## config.mk

```make
export PLATFORM = sky130hd
export DESIGN_NAME = crc5_serial_unit
export DESIGN_NICKNAME = d
export VERILOG_FILES = /design/src/rtl/crc5_serial_unit.sv
export SDC_FILE = /design/constraint.sdc
export NUM_CORES = 1
export LEC_CHECK = 0
export BUFFER_PORTS_ARGS = -buffer_cell sky130_fd_sc_hd__buf_2
export CAP_MARGIN = 20
export CORE_MARGIN = 2
export CORE_UTILIZATION = 50
export CTS_CLUSTER_DIAMETER = 40
export DETAILED_ROUTE_END_ITERATION = 12
export HOLD_SLACK_MARGIN = 0.02
export PLACE_DENSITY = 0.75
export RECOVER_POWER = 100
export REMOVE_ABC_BUFFERS = 1
export SYNTH_ARGS = -nofsm -noshare
export SYNTH_HDL_FRONTEND = slang
export SYNTH_SLANG_ARGS = --single-unit
```

## constraint.sdc

```tcl
create_clock -name clk -period 3.4 [get_ports clk]
set_clock_uncertainty 0.2 [all_clocks]
set_input_delay 0.51 -clock clk [delete_from_list [all_inputs] [get_ports clk]]
set_output_delay 0.51 -clock clk [all_outputs]
set_load 0.005 [all_outputs]
```

## src/rtl/crc5_serial_unit.sv

```systemverilog
// Serial CRC-5 generator/checker with valid/ready handshakes (LSB-first payload, complemented CRC MSB-first).
// Optional build macro CRC5_ERRCNT_EN adds a saturating check-failure counter on err_count.
module crc5_serial_unit #(
   parameter int         DATA_BITS = 11,
   parameter logic [4:0] POLY      = 5'b00101,
   parameter logic [4:0] INIT      = 5'b11111,
   parameter logic [4:0] RESIDUE   = 5'b01100
) (
   input  logic       clk,
   input  logic       rst,
   input  logic       start,
   input  logic       mode,
   input  logic       in_valid,
   input  logic       in_bit,
   output logic       in_ready,
   output logic       out_valid,
   output logic       out_bit,
   input  logic       out_ready,
   output logic       busy,
   output logic       done,
   output logic       crc_ok,
   output logic [4:0] crc_val
`ifdef CRC5_ERRCNT_EN
   ,
   output logic [7:0] err_count
`endif
);

   typedef enum logic [1:0] {ST_IDLE, ST_DATA, ST_TAIL, ST_DONE} state_t;

   localparam logic [5:0] DATA_LAST = 6'(DATA_BITS - 1);
   localparam logic [5:0] TAIL_LAST = 6'd4;

   state_t     state_reg, state_next;
   logic [4:0] crc_reg, crc_next;
   logic [5:0] cnt_reg, cnt_next;
   logic       mode_reg, mode_next;
   logic       crc_ok_reg, crc_ok_next;
   logic       fb;
   logic [4:0] crc_upd;

   // One feedback XOR, then one tap XOR per register bit (tap gated by POLY).
   assign fb = crc_reg[4] ^ in_bit;

   genvar gi;
   generate
      for (gi = 0; gi < 5; gi++) begin : g_tap
         if (gi == 0) begin : g_lsb
            assign crc_upd[gi] = fb & POLY[gi];
         end else begin : g_mid
            assign crc_upd[gi] = crc_reg[gi-1] ^ (fb & POLY[gi]);
         end
      end
   endgenerate

   always_ff @(posedge clk) begin
      if (rst) begin
         state_reg  <= ST_IDLE;
         crc_reg    <= INIT;
         cnt_reg    <= 6'd0;
         mode_reg   <= 1'b0;
         crc_ok_reg <= 1'b0;
      end else begin
         state_reg  <= state_next;
         crc_reg    <= crc_next;
         cnt_reg    <= cnt_next;
         mode_reg   <= mode_next;
         crc_ok_reg <= crc_ok_next;
      end
   end

   always_comb begin
      state_next  = state_reg;
      crc_next    = crc_reg;
      cnt_next    = cnt_reg;
      mode_next   = mode_reg;
      crc_ok_next = crc_ok_reg;
      in_ready    = 1'b0;
      out_valid   = 1'b0;
      out_bit     = 1'b0;
      done        = 1'b0;
      crc_ok      = crc_ok_reg;
      case (state_reg)
         ST_IDLE: begin
            if (start) begin
               state_next  = ST_DATA;
               crc_next    = INIT;
               cnt_next    = 6'd0;
               mode_next   = mode;
               crc_ok_next = 1'b0;
            end
         end
         ST_DATA: begin
            in_ready = 1'b1;
            if (in_valid) begin
               crc_next = crc_upd;
               if (cnt_reg == DATA_LAST) begin
                  state_next = ST_TAIL;
                  cnt_next   = 6'd0;
               end else begin
                  cnt_next = cnt_reg + 6'd1;
               end
            end
         end
         ST_TAIL: begin
            if (mode_reg) begin
               in_ready = 1'b1;
               if (in_valid) begin
                  crc_next = crc_upd;
                  if (cnt_reg == TAIL_LAST) begin
                     state_next = ST_DONE;
                     cnt_next   = 6'd0;
                  end else begin
                     cnt_next = cnt_reg + 6'd1;
                  end
               end
            end else begin
               // out_bit derives from crc_reg, which only moves on a transfer, so it holds under backpressure.
               out_valid = 1'b1;
               out_bit   = ~crc_reg[4];
               if (out_ready) begin
                  crc_next = {crc_reg[3:0], 1'b0};
                  if (cnt_reg == TAIL_LAST) begin
                     state_next = ST_DONE;
                     cnt_next   = 6'd0;
                  end else begin
                     cnt_next = cnt_reg + 6'd1;
                  end
               end
            end
         end
         ST_DONE: begin
            done        = 1'b1;
            crc_ok      = mode_reg ? (crc_reg == RESIDUE) : 1'b1;
            crc_ok_next = crc_ok;
            state_next  = ST_IDLE;
         end
         default: state_next = ST_IDLE;
      endcase
   end

   assign busy    = (state_reg != ST_IDLE);
   assign crc_val = crc_reg;

`ifdef CRC5_ERRCNT_EN
   logic [7:0] err_reg;

   always_ff @(posedge clk) begin
      if (rst) begin
         err_reg <= 8'd0;
      end else if (state_reg == ST_DONE && mode_reg && crc_reg != RESIDUE && err_reg != 8'hFF) begin
         err_reg <= err_reg + 8'd1;
      end
   end

   assign err_count = err_reg;
`endif

endmodule

```

==> summary.txt, run 1 <==
Peak supply drop -> 349 µV
Final critical-path share of the clock period -> 77.9%
Synth Area in Adders -> 10.6%
Placer Congestion -> 0.822
CP Class -> register to register
CTS Sinks -> 15
CTS buffer count -> 3
CP Launch Type -> register
IO Pins -> 18
CTS clock-pin slew for the worst setup and hold paths -> 100 ps
Max frequency -> 377 MHz
XOR/XNOR Fraction of Synth Area -> 1.85%
Overflow after GRT -> 0
Max Cap Viol -> 0
Hold_buf cts -> 0
Routed len/inst -> 15.0 µm
Hold slack -> 260 ps
DR iter-0 viols -> 22
Synth area leaders -> dfxtp_1, ha_1, a221o_1, nand2_1, a221oi_1
Initial antenna violation count -> 0
Bufs on Longest Clock Path -> 2
Vias in the first global route -> 830
Critical R2R Launch -> state_reg[0]
Fin util -> 60.8%
Nets -> 141
Post-synth top area cell -> dfxtp_1
CP Capture Point -> cnt_reg[3]
Crit end category -> register
Async S/R FF share, synth -> 0%
I/O Buffers -> 17
Synth unique cells -> 35
Core ar. -> 0.00175 mm²
Routed vias -> 919
DR pass1 iterations -> 4
Post-synth top area share -> 31.7%
Yosys warnings -> 0
Slew @ Worst Pin -> 895 ps
Setup TNS -> 0 ps
Critical Path AT -> 2650 ps
Top FF cell, synth -> dfxtp_1
Synth Cell Area -> 946 µm²
Share of cells above drive strength 1 -> 14.4%
P_leak -> 0.000418 µW
Max reg flops -> 6
CTS tree -> done
Post-CTS setup repair buffer count -> 0
Hold Crit Class -> input pin to register
Avg Synthesized Cell Area -> 8.92 µm²
Final wirelength -> 2.25 mm
Skew-Pair Late Insertion Delay -> 290 ps
Die Ht -> 47.5 µm
CTS root buffer -> clkbuf_4
# setup viols final -> 0
P&R area growth vs syn -> 12.2%
Post_cts resized -> 0
First-pass GRT wire length -> 3.60 mm
Fin crit period -> 2650 ps
Fin. Hold Viols -> 0
R2R Path End -> cnt_reg[3]
Leading cell type in the layout, fill and taps excluded -> dfxtp_1
Synth Area in Compound Gates -> 31.6%
RSZ-0062 raised after global routing -> no
Largest net degree at the start of global routing -> 16
Final antenna-violating net count -> 0
DIE WIDTH -> 47.5 µm
FP Rows -> 15
R2r setup slk -> 750 ps
DIE AREA -> 0.00226 mm²
Commonest non-fill, non-tap cells in the layout -> dfxtp_1, nand2_1, buf_2
Worst-case reg-to-reg path depth -> 6
Max Slew Vio Count -> 0
CP Max Fanout -> 14
Starting density of the core -> 54.2%
WP data required -> 3400 ps
Sequential fraction of the synthesis area -> 31.7%
Outcome -> finished clean
Synthesized flop and latch total -> 15
DRC Markers -> 0
Synth Area in Simple Gates -> 17.5%
Setup crit start -> state_reg[0]
H-tree depth -> 1
All-Layer GR Usage -> 23.1%
Fin worst setup slack -> 751 ps
Main combinational cell family by area after synthesis -> compound AO/OA/AOI/OAI gates
Antenna cell count -> 0
Setup slack at placement -> 780 ps
Gate Count Post-Synth -> 106
Pwr dens -> 827 mW/mm²
Post-DP HPWL -> 1.59 mm
Vias/cell -> 6.13
Post-synthesis mux area share -> 2.25%
Number of flops mapped to enable cells by yosys -> 0
Max-slew headroom -> 40.2%
[area by class of cell]
cell class	count	area, µm²
sequential	15	300
fill	174	684
inverter	9	33.8
multi-input combinational	80	591
clock inverter	1	5.00
tap	25	31.3
clock buffer	3	22.5
timing repair buffer	17	77.6
[critical path, stage by stage (launching register included)]
cell and delay, ps:
dfxtp_1 410, inv_1 100, ha_1 270, a21o_1 260
a2111o_1 600, or3_1 420, a221oi_1 290
[metrics by stage]
step | cell area [µm²] | power (µW) | std cells
after floorplan | 937 | 638 | 104
after global routing | 1060 | 964 | 150
after global placement | 1050 | 765 | 146
after detailed placement | 1050 | 780 | 146
after CTS | 1080 | 895 | 150
final | 1060 | 877 | 150
[logic make-up after synthesis]
group | Yosys count
xor+xnor | 2
flops | 15
mux | 2
buf+inv | 11
compound gates | 36
simple gates | 32
fa+ha+maj | 8
[where the power goes]
part	switching [µW]	leakage, µW	internal (µW)
clock network	65.8	0.0000177	43.9
registers	59.6	0.000123	229
logic	279	0.000277	200
[per-layer routing]
metal	track usage, %	vias to the layer above	wire [µm]
li1	-	442	-
met1	26.7	438	975
met2	38.9	37	1110
met3	4.91	2	145
met4	13.9	0	21
met5	0	-	0
[synth_stat cells, types with 2 or more instances]
master / number
a211oi_1: 2
a21o_1: 2
a21oi_1: 2
a221o_1: 6
a221oi_1: 5
and2_1: 2
dfxtp_1: 15
ha_1: 8
inv_1: 9
nand2_1: 12
nand3_1: 3
nand4_1: 2
nor2b_1: 3
nor3_1: 2
o21ai_0: 8
o41ai_1: 3
or3_1: 4
[worst min path at each step]
| stage | cells past startpoint | end | slack (ps) | from |
|---|---|---|---|---|
| 2_1_floorplan | 2 | crc_ok_reg | 250 | crc_ok_reg |
| 3_3_place_gp | 2 | crc_ok_reg | 270 | crc_ok_reg |
| 3_5_place_dp | 2 | crc_ok_reg | 290 | crc_ok_reg |
| 4_1_cts | 3 | mode_reg | 260 | mode |
| 5_1_grt | 3 | mode_reg | 270 | mode |
| 6_report | 3 | mode_reg | 260 | mode |
Power figures use the tool's default switching activity.
==> inputs of run 2 (changes only) <==
- clock period: 3.4 -> 2.77 ns (I/O delays scaled with it)
==> run 2 against run 1 <==
Die area is the same. Maximum frequency grew 1.5%. Non-clock buffer count grew 2. Global-route usage is the same. Via count shrank 0.33%. Critical path depth is the same. Sequential share of layout area shrank 0.75 points. Core utilization grew 1.6 points. First-iteration DRC count grew 9.1%.
==> summary.txt, run 2 (synthesis results as in run 1) <==
Outcome -> finished clean (unchanged)
CTS tree -> done (unchanged)
P_leak -> 0.000429 µW (was 0.000418 µW)
Slew @ Worst Pin -> 691 ps (was 895 ps)
Total net switching power -> 506 µW (was 404 µW)
DRC Markers -> 0 (unchanged)
Max Cap Viol -> 0 (unchanged)
CTS root buffer -> clkbuf_4 (unchanged)
Peak supply drop -> 432 µV (was 349 µV)
Placer Congestion -> 0.822 (unchanged)
Clk network pwr share -> 12.0% (was 12.5%)
Final antenna-violating net count -> 0 (unchanged)
Total power -> 1120 µW (was 877 µW)
DR pass1 iterations -> 4 (unchanged)
Skew-Pair Late Insertion Delay -> 290 ps (about the same)
P&R area growth vs syn -> 15.2% (was 12.2%)
H-tree depth -> 1 (unchanged)
CTS buffer count -> 3 (unchanged)
Post-DP HPWL -> 1.59 mm (about the same)
Int Power -> 610 µW (was 473 µW)
Overflow after GRT -> 0 (unchanged)
DIE AREA -> 0.00226 mm² (unchanged)
Setup slack at placement -> 150 ps (was 780 ps)
Slowest cell delay on critical path -> 560 ps (was 600 ps)
Hold slack -> 166 ps (was 260 ps)
Share of cells above drive strength 1 -> 16.5% (was 14.4%)
Max-slew headroom -> 53.4% (was 40.2%)
Pwr dens -> 1020 mW/mm² (was 827 mW/mm²)
Fin crit period -> 2610 ps (was 2650 ps)
I/O Buffers -> 17 (unchanged)
First-pass GRT wire length -> 3.60 mm (unchanged)
IO Pins -> 18 (unchanged)
R2r setup slk -> 160 ps (was 750 ps)
Max frequency -> 383 MHz (was 377 MHz)
Vias/cell -> 6.03 (was 6.13)
Hold_buf cts -> 0 (unchanged)
Commonest non-fill, non-tap cells in the layout -> dfxtp_1, nand2_1, buf_2 (unchanged)
FP Rows -> 15 (unchanged)
Die Ht -> 47.5 µm (unchanged)
Routed len/inst -> 14.9 µm (was 15.0 µm)
Routed vias -> 916 (was 919)
Top Family by Delay on Critical Path -> compound AO/OA/AOI/OAI gates (unchanged)
Flop pwr share -> 31.7% (was 32.9%)
WP data required -> 2770 ps (was 3400 ps)
Fin worst setup slack -> 161 ps (was 751 ps)
Fill count -> 168 (was 174)
Core ar. -> 0.00175 mm² (unchanged)
Slowest stage cell on the critical path -> a2111o_2 (was a2111o_1)
Max reg flops -> 6 (unchanged)
Setup TNS -> 0 ps (unchanged)
CP Max Fanout -> 13 (was 14)
Final wirelength -> 2.26 mm (was 2.25 mm)
Combinational share of power -> 56.3% (was 54.6%)
Critical Path AT -> 2610 ps (was 2650 ps)
CP Launch Type -> register (unchanged)
DP Area -> 0.00105 mm² (unchanged)
Leading cell type in the layout, fill and taps excluded -> dfxtp_1 (unchanged)
DR iter-0 viols -> 24 (was 22)
CTS Sinks -> 15 (unchanged)
# setup viols final -> 0 (unchanged)
Largest net degree at the start of global routing -> 16 (unchanged)
Max Slew Vio Count -> 0 (unchanged)
Final critical-path share of the clock period -> 94.2% (was 77.9%)
Starting density of the core -> 54.2% (unchanged)
DIE WIDTH -> 47.5 µm (unchanged)
All-Layer GR Usage -> 23.1% (unchanged)
Critical path buffers and inverters -> 1 (unchanged)
Initial antenna violation count -> 0 (unchanged)
Vias in the first global route -> 830 (unchanged)
Bufs on Longest Clock Path -> 2 (unchanged)
Nets -> 143 (was 141)
Antenna cell count -> 0 (unchanged)
CP Cell Sequence -> inv_1, ha_1, a21o_1, a2111o_2, or3_1, a221oi_1 (was inv_1, ha_1, a21o_1, a2111o_1, or3_1, a221oi_1)
RSZ-0062 raised after global routing -> no (unchanged)
Final Cell Area -> 0.00109 mm² (was 0.00106 mm²)
Sw Ratio -> 45.3% (was 46.1%)
CTS clock-pin slew for the worst setup and hold paths -> 100 ps (about the same)
Crit end category -> register (unchanged)
CP Class -> register to register (unchanged)
Fin. Hold Viols -> 0 (unchanged)
Hold Crit Class -> input pin to register (unchanged)
==> run 2: power groups by stage <==
stage	clock network, µW	registers (µW)	logic (µW)
after floorplan	0	346	436
after global placement	0	354	585
after detailed placement	0	358	599
after CTS	139	352	607
after global routing	146	365	711
final	134	354	628
==> run 2: through the flow <==
step	cells	util (%)
global placement	146	60.4
global route	152	62.4
floorplan	104	-
CTS	150	61.9
detailed placement	146	60.4
finish	152	62.4
==> run 2: area by class of cell <==
type	instances	area, µm²	share of cell area, %
tap	25	31.3	2.87
clock buffer	3	22.5	2.07
multi-input combinational	80	604	55.5
clock inverter	1	5.00	0.459
sequential	15	300	27.6
timing repair buffer	19	92.6	8.50
inverter	9	33.8	3.10
==> run 2: timing repair <==
action                                 in CTS  in global routing
resized for setup                           0                  1
setup endpoints to repair                   0                  4
buffers inserted                            0                  2
endpoints found under the hold margin       0                  0
==> run 2: worst reg2reg max path, stage by stage, from the launching register on <==
cell,delay (ps)
dfxtp_1,410
inv_1,100
ha_1,270
a21o_1,270
a2111o_2,560
or3_1,400
a221oi_1,300
==> run 2: metal layers <==
layer / global-route usage [%] / share of wire (%) / up-vias / routed length (µm)
li1: - / - / 451 / -
met3: 4.91 / 4.3 / 2 / 97
met5: 0 / 0 / - / 0
met2: 38.9 / 49 / 24 / 1110
met1: 26.7 / 46 / 439 / 1030
met4: 13.9 / 0.93 / 0 / 21
==> run 2: path summary, 6_finish.rpt <==
path,depth (start not counted),start,end
max,6,state_reg[0],cnt_reg[3]
max reg2reg,6,state_reg[0],cnt_reg[3]
min reg2reg,2,crc_ok_reg,crc_ok_reg
min,3,mode,mode_reg
